File: config.mk
export PLATFORM = sky130hd
export DESIGN_NAME = mem_port_arbiter
export DESIGN_NICKNAME = d
export VERILOG_FILES = /design/src/rtl/mem_port_arbiter_pkg.sv /design/src/rtl/mem_port_arbiter_arb_rr2.sv /design/src/rtl/mem_port_arbiter.sv
export SDC_FILE = /design/constraint.sdc
export NUM_CORES = 1
export LEC_CHECK = 0
export BUFFER_PORTS_ARGS = -buffer_cell sky130_fd_sc_hd__buf_2
export CAP_MARGIN = 10
export CORE_AREA = 5 5 101 103
export DETAILED_ROUTE_END_ITERATION = 6
export DIE_AREA = 0 0 106 108
export GPL_TIMING_DRIVEN = 0
export HOLD_SLACK_MARGIN = 0.02
export REMOVE_ABC_BUFFERS = 1
export SLEW_MARGIN = 5
export SYNTH_ARGS = -nofsm -noshare
export SYNTH_HDL_FRONTEND = slang
export SYNTH_SLANG_ARGS = --single-unit
export TNS_END_PERCENT = 1
File: constraint.sdc
create_clock -name clk -period 2 [get_ports clk]
set_input_delay 0.4 -clock clk [delete_from_list [all_inputs] [get_ports clk]]
set_output_delay 0.4 -clock clk [all_outputs]
set_load 0.03 [all_outputs]
File: src/rtl/mem_port_arbiter_pkg.sv
// Shared constants and types for the instruction/data memory-port arbiter.
// The word width matches the core-wide word length used by the RAM.
package mem_port_arbiter_pkg;

  localparam int DEFAULT_WORD_LEN = 32;
  localparam int ARB_CNT_LEN      = 3;

  typedef enum logic {
    ARB_IDLE    = 1'b0,
    ARB_RD_WAIT = 1'b1
  } arb_state_e;

  typedef enum logic {
    ARB_PORT_I = 1'b0,
    ARB_PORT_D = 1'b1
  } arb_port_e;

endpackage

File: src/rtl/mem_port_arbiter_arb_rr2.sv
// Two-way round-robin picker: the requester that did not win last time
// is preferred when both ask. Purely combinational.
module arb_rr2
  import mem_port_arbiter_pkg::*;
(
  input  logic [1:0] req,
  input  arb_port_e  last,
  output logic [1:0] grant,
  output arb_port_e  winner
);

  // NOTE: every output gets a default before the case, so no path leaves
  // a signal unassigned and no latch is inferred.
  always_comb begin
    grant  = 2'b00;
    winner = ARB_PORT_I;
    unique case (req)
      2'b01: begin
        grant  = 2'b01;
        winner = ARB_PORT_I;
      end
      2'b10: begin
        grant  = 2'b10;
        winner = ARB_PORT_D;
      end
      2'b11: begin
        if (last == ARB_PORT_I) begin
          grant  = 2'b10;
          winner = ARB_PORT_D;
        end else begin
          grant  = 2'b01;
          winner = ARB_PORT_I;
        end
      end
      default: ;
    endcase
  end

endmodule

File: src/rtl/mem_port_arbiter.sv
// Shares one single-port synchronous RAM between the instruction-fetch and
// data ports; one access at a time, read data routed back to its issuer.
module mem_port_arbiter
  import mem_port_arbiter_pkg::*;
#(
  parameter int WORD_LEN   = DEFAULT_WORD_LEN,
  parameter int RD_LATENCY = 1
) (
  input  logic                clk,
  input  logic                rst_n,
  input  logic                i_req,
  input  logic [WORD_LEN-1:0] i_addr,
  output logic                i_gnt,
  output logic                i_rvalid,
  output logic [WORD_LEN-1:0] i_rdata,
  input  logic                d_req,
  input  logic [WORD_LEN-1:0] d_addr,
  input  logic                d_wen,
  input  logic [WORD_LEN-1:0] d_wdata,
  output logic                d_gnt,
  output logic                d_rvalid,
  output logic [WORD_LEN-1:0] d_rdata,
  output logic                mem_en,
  output logic                mem_wen,
  output logic [WORD_LEN-1:0] mem_addr,
  output logic [WORD_LEN-1:0] mem_wdata,
  input  logic [WORD_LEN-1:0] mem_rdata,
  output logic                busy
);

  localparam logic [ARB_CNT_LEN-1:0] CNT_LOAD = ARB_CNT_LEN'(RD_LATENCY - 1);

  arb_state_e             r_state, w_state_nxt;
  logic [ARB_CNT_LEN-1:0] r_cnt, w_cnt_nxt;
  arb_port_e              r_owner, w_owner_nxt;
  arb_port_e              r_last, w_last_nxt;

  logic [1:0] w_grant;
  arb_port_e  w_winner;
  logic       w_grant_en;
  logic       w_rd_done;
  logic       w_issue;
  logic       w_deliver;
  logic       w_d_win;

  arb_rr2 u_rr2 (
    .req    ({d_req, i_req}),
    .last   (r_last),
    .grant  (w_grant),
    .winner (w_winner)
  );

  assign w_grant_en = (r_state == ARB_IDLE) && (|w_grant);
  assign w_rd_done  = (r_state == ARB_RD_WAIT) && (r_cnt == '0);
  assign w_d_win    = (w_winner == ARB_PORT_D);

  // NOTE: state registers use non-blocking assignments so every flop samples
  // the pre-edge values, independent of statement order.
  always_ff @(posedge clk) begin
    if (!rst_n) begin
      r_state <= ARB_IDLE;
      r_cnt   <= '0;
      r_owner <= ARB_PORT_I;
      r_last  <= ARB_PORT_I;
    end else begin
      r_state <= w_state_nxt;
      r_cnt   <= w_cnt_nxt;
      r_owner <= w_owner_nxt;
      r_last  <= w_last_nxt;
    end
  end

  always_comb begin
    w_state_nxt = r_state;
    w_cnt_nxt   = r_cnt;
    w_owner_nxt = r_owner;
    w_last_nxt  = r_last;
    unique case (r_state)
      ARB_IDLE: begin
        if (w_grant_en) begin
          w_last_nxt = w_winner;
          // Writes retire in the grant cycle; only reads occupy the port.
          if (!(w_d_win && d_wen)) begin
            w_owner_nxt = w_winner;
            w_cnt_nxt   = CNT_LOAD;
            w_state_nxt = ARB_RD_WAIT;
          end
        end
      end
      ARB_RD_WAIT: begin
        if (r_cnt != '0) begin
          w_cnt_nxt = r_cnt - 1'b1;
        end else begin
          w_state_nxt = ARB_IDLE;
        end
      end
      default: w_state_nxt = ARB_IDLE;
    endcase
  end

  // Strobes are gated by reset so nothing leaks out while rst_n is low.
  assign w_issue   = w_grant_en && rst_n;
  assign w_deliver = w_rd_done && rst_n;

  assign i_gnt     = w_issue && w_grant[0];
  assign d_gnt     = w_issue && w_grant[1];
  assign mem_en    = w_issue;
  assign mem_wen   = w_issue && w_d_win && d_wen;
  assign mem_addr  = w_issue ? (w_d_win ? d_addr : i_addr) : '0;
  assign mem_wdata = mem_wen ? d_wdata : '0;

  assign i_rvalid  = w_deliver && (r_owner == ARB_PORT_I);
  assign d_rvalid  = w_deliver && (r_owner == ARB_PORT_D);
  assign i_rdata   = i_rvalid ? mem_rdata : '0;
  assign d_rdata   = d_rvalid ? mem_rdata : '0;

  assign busy      = (r_state != ARB_IDLE);

endmodule

==> results.tsv, run 1 <==
metric	value	unit
DRC	0	
Final HPWL DP	7.13	mm
Cells on Worst Hold Path	1	
Finished Cell Area	0.00380	sq mm
HP Start	r_cnt[0]	
CP endpoint kind	output port	
CP max stage delay	310	ps
Hold Path Class	flip-flop to flip-flop	
Mapped Cells	259	
Crit. path cell count	9	
Finished Core Util	41.7	%
DR vias	2776	
CP delay by family, top	buffers and inverters	
routability cong.	0.742	
Hold Path End	r_cnt[0]	
post-route setup TNS	-5570	ps
Least-Margin Pin Slew	486	ps
R2R depth	7	
failing checks	setup timing	
Seq. cell area	126	sq um
synthesized area per cell	5.82	sq um
Seq/Total Area, Yosys	7.97	%
share of cells above drive strength 1	64.8	%
CTS tree	done	
Static Leak	2.14	nW
crit path DAT	1750	ps
drt first pass iters	4	
initial antenna violation count	0	
Max clock buf depth	2	
placed cells	618	
mapped cell area	0.00151	sq mm
# clock sinks	6	
Congestion Overflow GR	0	
Placed Area	0.00290	sq mm
CP cell instances	inv_2, ha_4, ha_4, nand2_4, buf_6, nor3_4, buf_4, and2_1, buf_4	
CP required	1600	ps
Initial Util	16.5	%
cell area power density	309	mW/mm^2
Syn-to-layout area delta	152	%
DIE WIDTH	106	um
Tmin final	2150	ps
WL final	10.3	mm
initial detailed-routing violation count	132	
RR Startpoint	r_cnt[1]	
DRT antenna net count	0	
full die area	0.0114	sq mm
Hold Worst Slack	442	ps
Relative slew margins	67.5	%
htree depth	1	
Worst-Skew Late Latency	230	ps
# fillers	947	
fin crit share	108	%
WS Path Type	flip-flop to output port	
Fin. Hold Viols	0	
crit path max fanout	8	
I/O pin cnt	268	
cts bufs inserted	3	
VDD IR-drop max	0.214	mV
Root Buffer	clkbuf_8	
layout net count	668	
GRT Util Overall	16.2	%
fmax	0.464	GHz
hold-fix buffers at CTS	0	
footprint of the multi-input gates	0.00150	sq mm
outcome	finished, violations left	
core area	0.00911	sq mm
num rows	35	
Reg-to-Reg End	r_cnt[2]	
vias in the first global route	2936	
worst path bufs/invs	4	
Non-Filler Instances	643	
critical path's slowest cell	dfxtp_2	
largest net degree at the start of global routing	24	
commonest non-fill, non-tap cell in the layout	buf_2	
setup slack, reg-to-reg	650	ps
Setup WS post-layout	-154	ps
vias per inst	4.32	
first-pass GRT wire length	15.1	mm
Setup crit start kind	flip-flop	
FF+latch count, synth	6	
Die H	108	um
commonest cells after routing, fill and taps aside	buf_2 (189), nand2_1 (65), and2_1 (60), buf_6 (54), and2_4 (36)	
synth warn	0	
Clock Skew	6.54	ps
Yosys cell types	27	
detailed-route wire length per cell	16.0	um
I/O Buffers	267	
Clock transition at path regs	30	ps
Slew Limit Fails	0	
max-cap violations	0	
Finish-stage setup viols	74	
RSZ-0062 raised after global routing	true	
[state kept, by name (all words and copies together) (netlist names)]
name	count
r_last	1
r_owner	1
r_cnt	3
busy	1
[worst max-delay path by stage]
stage	from	slack (ps)	endpoint
floorplan	r_cnt[1]	-570	d_rdata[0]
global placement	r_cnt[1]	-680	i_rdata[2]
detailed placement	r_cnt[1]	-770	i_rdata[2]
CTS	r_cnt[1]	-110	i_rdata[26]
global route	r_cnt[1]	-240	d_rdata[0]
finish	r_cnt[1]	-150	i_rdata[27]
[worst reg2reg max path: stages, from the launching register on]
cell and delay (ps):
dfxtp_2 320, inv_2 50, ha_4 160, ha_4 160
nand2_4 110, buf_4 140, a2bb2oi_1 180, a21boi_0 110
[power by group]
group	internal, mW	switching, mW
Clock	0.130	0.0579
Combinational	0.352	0.491
Sequential	0.127	0.0194
Total	0.609	0.568
[per-layer routing]
metal	share of wire, %	track usage (%)
met5	0	0
met4	1.3	2.13
met1	39	18.6
met2	53	31.0
met3	7.3	3.82
[cell usage after synthesis]
master | count | area, sq um
nor2b_1 | 2 | 12.5
clkbuf_1 | 3 | 11.3
a311oi_1 | 1 | 8.76
a2bb2oi_1 | 2 | 17.5
buf_2 | 7 | 35.0
ha_1 | 2 | 25.0
o21ai_0 | 1 | 5.00
buf_4 | 4 | 30.0
a21boi_0 | 2 | 15.0
o211ai_2 | 1 | 12.5
and2_1 | 96 | 601
o211ai_1 | 1 | 7.51
nor3_2 | 2 | 20.0
nor2_1 | 3 | 11.3
inv_1 | 10 | 37.5
and3_1 | 1 | 6.26
a21bo_1 | 1 | 10.0
a211oi_2 | 1 | 12.5
clkbuf_2 | 6 | 30.0
o221a_1 | 1 | 11.3
a21oi_1 | 33 | 165
nand2b_1 | 3 | 18.8
nand2_1 | 66 | 248
a21boi_2 | 1 | 11.3
dfxtp_1 | 6 | 120
o2111ai_1 | 2 | 17.5
a31oi_1 | 1 | 6.26
[layout make-up]
cell class | instances | share of cell area (%)
clock buffer | 3 | 1.09
inverter | 10 | 0.987
tap | 111 | 3.65
multi-input combinational | 228 | 39.3
timing repair buffer | 284 | 51.5
antenna | 1 | 0.0658
sequential | 6 | 3.32
[logic make-up (layout without fill, tap and decap cells)]
group	after synthesis	count (layout)	synth area share [%]
AND/OR/NAND/NOR	173	175	60.9
other	0	1	0
flip-flops	6	6	7.97
adder cells (fa/ha/maj)	2	2	1.66
buffers and inverters	30	297	9.55
AO/OA/AOI/OAI	48	51	19.9
[metrics by stage]
stage                     setup WS, ps  power [mW]
after detailed placement          -770       0.808
after CTS                         -114        1.16
after global placement            -683       0.788
final                             -154        1.18
after floorplan                   -570       0.518
after global routing              -236        1.25
[what timing repair did]
| item | in CTS | in global routing |
|---|---|---|
| gates cloned | 7 | 0 |
| setup endpoints to repair | 133 | 131 |
| gates resized for setup | 152 | 51 |
| buffers inserted | 14 | 0 |
| pin swaps | 28 | 15 |
| endpoints found under the hold margin | 0 | 0 |
Note: power is estimated with default switching activity, not from simulation.
==> inputs of run 2 (changes only) <==
Settings changed: CTS_BUF_LIST set to sky130_fd_sc_hd__clkbuf_16.
==> run 2 against run 1 <==
The flow still finishes with violations (setup timing). Worst hold slack gained 1.5 ps. Wire length grew 2.7%. Global-route usage grew 0.20 points. Clock skew shrank 2.5 ps. Sequential power is essentially flat. Clock power grew 75%. Combinational power grew 3.3%. First-iteration DRC count is the same. Sequential share of layout area shrank 0.14 points. Final cell count grew 0.47%. Largest cell class unchanged. Highest routed layer unchanged.
==> results.tsv, run 2 (synthesis results as in run 1) <==
metric	value	unit
Static Leak	2.20	nW
CP cell instances	inv_2, ha_4, ha_4, nand2_4, buf_6, nor3_4, buf_6, and2_4, buf_6	
Finish-stage setup viols	97	
vias per inst	4.33	
post-route setup TNS	-9450	ps
vias in the first global route	2953	
# fillers	924	
core area	0.00911	sq mm
Hold Path Class	flip-flop to flip-flop	
Largest register FFs	3	
Slew Limit Fails	0	
outcome	finished, violations left	
Max clock buf depth	2	
WS Path Type	flip-flop to output port	
CP required	1600	ps
Crit. path cell count	9	
commonest non-fill, non-tap cell in the layout	buf_2	
VDD IR-drop max	0.234	mV
CP Launch Point	r_cnt[0]	
Placed Area	0.00290	sq mm
Setup crit start kind	flip-flop	
num rows	35	
DR vias	2795	
Root Buffer	clkbuf_16	
share of cells above drive strength 1	67.8	%
Routed met2 length	5.55	mm
DRT antenna net count	0	
CP endpoint kind	output port	
critical path's slowest cell	dfxtp_2	
WL met1	4.06	mm
layout net count	671	
Final HPWL DP	7.13	mm
max-cap violations	0	
post-placement setup slack	-770	ps
I/O pin cnt	268	
DIE WIDTH	106	um
routability cong.	0.742	
Initial Util	16.5	%
hold-fix buffers at CTS	0	
Least-Margin Pin Slew	492	ps
Pwr Total	1.35	mW
Setup WS post-layout	-199	ps
R2R depth	8	
RR Startpoint	r_cnt[0]	
crit path max fanout	6	
CP max stage delay	320	ps
initial antenna violation count	0	
CP delay by family, top	buffers and inverters	
Tmin final	2200	ps
Clock transition at path regs	30	ps
Congestion Overflow GR	0	
worst path bufs/invs	4	
Syn-to-layout area delta	163	%
cell area power density	340	mW/mm^2
htree depth	1	
failing checks	setup timing	
Reg with most FFs	r_cnt	
GRT Util Overall	16.4	%
setup slack, reg-to-reg	550	ps
RSZ-0062 raised after global routing	true	
Highest Signal Layer	met4	
fmax	0.455	GHz
CTS tree	done	
initial detailed-routing violation count	132	
detailed-route wire length per cell	16.4	um
DRC	0	
commonest cells after routing, fill and taps aside	buf_2 (189), buf_6 (72), nand2_1 (65), and2_4 (51), and2_1 (45)	
Relative slew margins	67.1	%
Reg-to-Reg End	r_cnt[2]	
WL final	10.6	mm
Clock Skew	4.08	ps
first-pass GRT wire length	15.2	mm
met3 WL post-DR	774	um
crit path capture	d_rdata[28]	
drt first pass iters	4	
full die area	0.0114	sq mm
I/O Buffers	267	
Worst-Skew Late Latency	230	ps
largest net degree at the start of global routing	24	
cts bufs inserted	3	
# clock sinks	6	
crit path DAT	1800	ps
Fin. Hold Viols	0	
Die H	108	um
most used cell, CP	buf_6	
fin crit share	110	%
Finished Cell Area	0.00396	sq mm
==> run 2: through the flow <==
stage / hold WS [ps] / utilization (%) / instances
floorplan: 431 / - / 239
global placement: 445 / 31.6 / 617
detailed placement: 453 / 31.9 / 618
CTS: 442 / 40.7 / 642
global route: 471 / 43.5 / 645
finish: 443 / 43.5 / 646
==> run 2: repair_timing <==
| action | 4_1_cts | 5_1_grt |
|---|---|---|
| buffers inserted | 14 | 2 |
| pin swaps | 28 | 26 |
| endpoints found under the setup margin | 133 | 131 |
| gates resized for setup | 154 | 83 |
| gates cloned | 7 | 1 |
| endpoints found under the hold margin | 0 | 0 |
==> run 2: how the worst min path moves through the flow <==
stage,start,endpoint,slack (ps),cells past startpoint
finish,r_cnt[0],r_cnt[0],440,1
global route,r_cnt[0],r_cnt[0],470,1
CTS,r_cnt[0],r_cnt[0],440,1
detailed placement,r_cnt[0],r_cnt[0],450,1
global placement,r_cnt[0],r_cnt[0],440,1
floorplan,r_cnt[0],r_cnt[0],430,1
==> run 2: cell type report <==
| class | instances | area [sq um] | area share (%) |
|---|---|---|---|
| well taps | 111 | 139 | 3.50 |
| flip-flops and latches | 6 | 126 | 3.19 |
| repair buffers | 287 | 2050 | 51.7 |
| multi-input cells | 228 | 1530 | 38.7 |
| clock buffers | 3 | 75.1 | 1.89 |
| diodes | 1 | 2.50 | 0.0632 |
| inverters | 10 | 37.5 | 0.947 |
==> run 2: layer usage <==
metal / GRT usage (%) / vias to the layer above
met5: 0 / -
li1: - / 1381
met2: 31.1 / 141
met1: 18.9 / 1256
met3: 3.64 / 17
met4: 3.15 / 0
==> run 2: power by group <==
group / internal [mW] / switching (mW)
clock: 0.257 / 0.0722
sequential: 0.127 / 0.0196
combinational: 0.372 / 0.499
==> run 2: worst register-to-register path, stage by stage, from the launching register on <==
cell and delay [ps]:
dfxtp_2 330, inv_2 50, ha_4 160, ha_4 160, nand2_4 90, buf_4 130
buf_4 120, a2bb2oi_1 180, a21boi_0 110
==> inputs of run 3 (changes only) <==
Settings changed: ABC_AREA set to 1, CORE_AREA 5 5 101 103 to 5 5 100 102, DIE_AREA 0 0 106 108 to 0 0 105 107.
==> run 3 against run 2 <==
The flow still finishes with violations (setup timing). Clock power shrank 2%. Fmax fell by 0.38%. Clock skew fell by 2.1 ps. Synthesized area down 3.2%. Utilization is 0.12 points lower. Critical path depth up 1. Worst hold slack got worse by 3.7 ps. Register-to-register slack hardly changed. Count of clock-buffer cells in the layout unchanged. Die area fell by 1.9%. Total power increased by 0.70%. Largest cell class unchanged. Largest power group unchanged. Highest routed layer unchanged.
==> results.tsv, run 3 <==
metric	value	unit
Setup WS post-layout	-207	ps
Slew Limit Fails	0	
share of flip-flops with an asynchronous set or reset	0	%
Finished Core Util	43.4	%
Finished Cell Area	0.00391	sq mm
Tmin final	2210	ps
Clock Skew	2.00	ps
fin crit share	110	%
synthesized area per cell	4.47	sq um
DRT antenna net count	0	
share of cells above drive strength 1	61.0	%
most frequent cell after synthesis	nor2_1	
initial antenna violation count	0	
HP Start	r_cnt[0]	
VDD IR-drop max	0.557	mV
Relative slew margins	65.5	%
CP cell instances	inv_2, ha_4, ha_4, nand3_4, nor2_4, buf_6, clkinvlp_4, buf_6, nor2_2, buf_6	
detailed-route wire length per cell	14.1	um
Reg with most FFs	r_cnt	
Least-Margin Pin Slew	516	ps
GRT Util Overall	14.2	%
setup slack, reg-to-reg	560	ps
RSZ-0062 raised after global routing	true	
Reg-to-Reg End	r_cnt[1]	
Cells on Worst Hold Path	1	
Pwr Total	1.36	mW
Congestion Overflow GR	0	
Clock transition at path regs	30	ps
DRC	0	
Synth top area share	26.5	%
# clock sinks	6	
Root Buffer	clkbuf_16	
Hold Path End	r_cnt[0]	
top area cells in the synthesized netlist	nor2_1 (27%), inv_1 (20%), nand2_1 (18%)	
crit path DAT	1810	ps
CP endpoint kind	output port	
Syn-to-layout area delta	168	%
WL final	9.92	mm
num rows	35	
DR vias	2988	
Initial Util	16.2	%
# fillers	906	
DIE WIDTH	105	um
R2R depth	7	
largest net degree at the start of global routing	36	
post-placement setup slack	-927	ps
cts bufs inserted	3	
fmax	0.453	GHz
WS Path Type	flip-flop to output port	
FF+latch count, synth	6	
Mapped Cells	326	
htree depth	1	
initial detailed-routing violation count	122	
Die H	107	um
crit path max fanout	16	
mapped cell area	0.00146	sq mm
Largest register FFs	3	
core area	0.00902	sq mm
I/O pin cnt	268	
CP required	1600	ps
Synth Flop Type	dfxtp_1	
hold-fix buffers at CTS	0	
Setup crit start kind	flip-flop	
first-pass GRT wire length	13.4	mm
Final HPWL DP	6.50	mm
Max clock buf depth	2	
max-cap violations	0	
layout net count	730	
drt first pass iters	4	
Finish-stage setup viols	80	
CP max stage delay	320	ps
critical path's slowest cell	dfxtp_2	
Worst-Skew Late Latency	230	ps
routability cong.	0.757	
Yosys cell types	19	
Hold Worst Slack	439	ps
Placed Area	0.00283	sq mm
Fin. Hold Viols	0	
vias per inst	4.24	
commonest non-fill, non-tap cell in the layout	buf_2	
Hold Path Class	flip-flop to flip-flop	
full die area	0.0112	sq mm
EDFF count, synth	0	
cell area power density	346	mW/mm^2
Seq/Total Area, Yosys	8.24	%
most used cell, CP	buf_6	
commonest cells after routing, fill and taps aside	buf_2 (166), inv_1 (69), nand2_1 (69), buf_6 (56), buf_4 (51)	
CP delay by family, top	buffers and inverters	
RR Startpoint	r_cnt[0]	
vias in the first global route	2907	
synth warn	0	
I/O Buffers	267	
antenna fix cells	0	
worst path bufs/invs	5	
synth cell count leaders	nor2_1 (103), inv_1 (76), nand2_1 (69), a21oi_1 (38), buf_2 (7)	
CTS tree	done	
Static Leak	2.31	nW
failing checks	setup timing	
area leader, netlist	nor2_1	
outcome	finished, violations left	
-- run 3: cell count changes in the layout (fill, tap and decap cells not counted), sizes merged, moves of 4 or more --
cell      change
and2         -96
nor2        +102
a21boi        -4
nor3          -4
buf          -11
nand2         +4
clkinvlp      +6
a21oi         +7
inv          +65
-- run 3: timing repair --
action / CTS / global route
gates cloned: 6 / 0
pin swaps: 4 / 5
endpoints found under the setup margin: 130 / 131
buffers inserted: 9 / 0
gates resized for setup: 203 / 81
hold endpoints to repair: 0 / 0
-- run 3: stage by stage --
step / setup TNS [ps] / std cells
2_1_floorplan: -61160 / 308
3_3_place_gp: -58940 / 686
3_5_place_dp: -65560 / 686
4_1_cts: -14220 / 704
5_1_grt: -18030 / 704
6_report: -8020 / 704
-- run 3: worst max path at each step --
stage / from / end / slack, ps / depth (start not counted)
floorplan: r_cnt[0] / d_rdata[0] / -580 / 7
global placement: i_req / mem_addr[16] / -840 / 6
detailed placement: d_req / mem_addr[19] / -930 / 7
CTS: r_cnt[0] / i_rdata[23] / -190 / 10
global route: r_cnt[0] / i_rdata[10] / -260 / 10
finish: r_cnt[0] / d_rdata[21] / -210 / 10
-- run 3: metal layers --
layer,wire (um),vias up,GRT usage [%]
met2,5370,163,26.9
met3,1010,16,5.12
met1,3430,1338,14.8
li1,-,1471,-
met5,0,-,0
met4,106,0,3.38
-- run 3: final cells by class --
type,count,area [sq um],area share (%)
Sequential cell,6,126,3.23
Clock buffer,3,75.1,1.92
Multi-Input combinational cell,225,1280,32.7
Tap cell,111,139,3.55
Timing Repair inverter,3,22.5,0.575
Inverter,78,317,8.09
Timing Repair Buffer,278,1950,49.9
-- run 3: where the power goes --
| group | switching [mW] | internal, mW | leakage [nW] |
|---|---|---|---|
| clock | 0.0664 | 0.256 | 0.0370 |
| sequential | 0.0124 | 0.134 | 0.0510 |
| combinational | 0.550 | 0.337 | 2.22 |
-- run 3: cells by family (layout without fill, tap and decap cells) --
logic type	Yosys count	count (layout)	synth area share [%]
AND/OR/NAND/NOR	179	179	47.4
buffers and inverters	96	362	26.9
AO/OA/AOI/OAI	43	44	15.8
flip-flops	6	6	8.24
adder cells (fa/ha/maj)	2	2	1.72
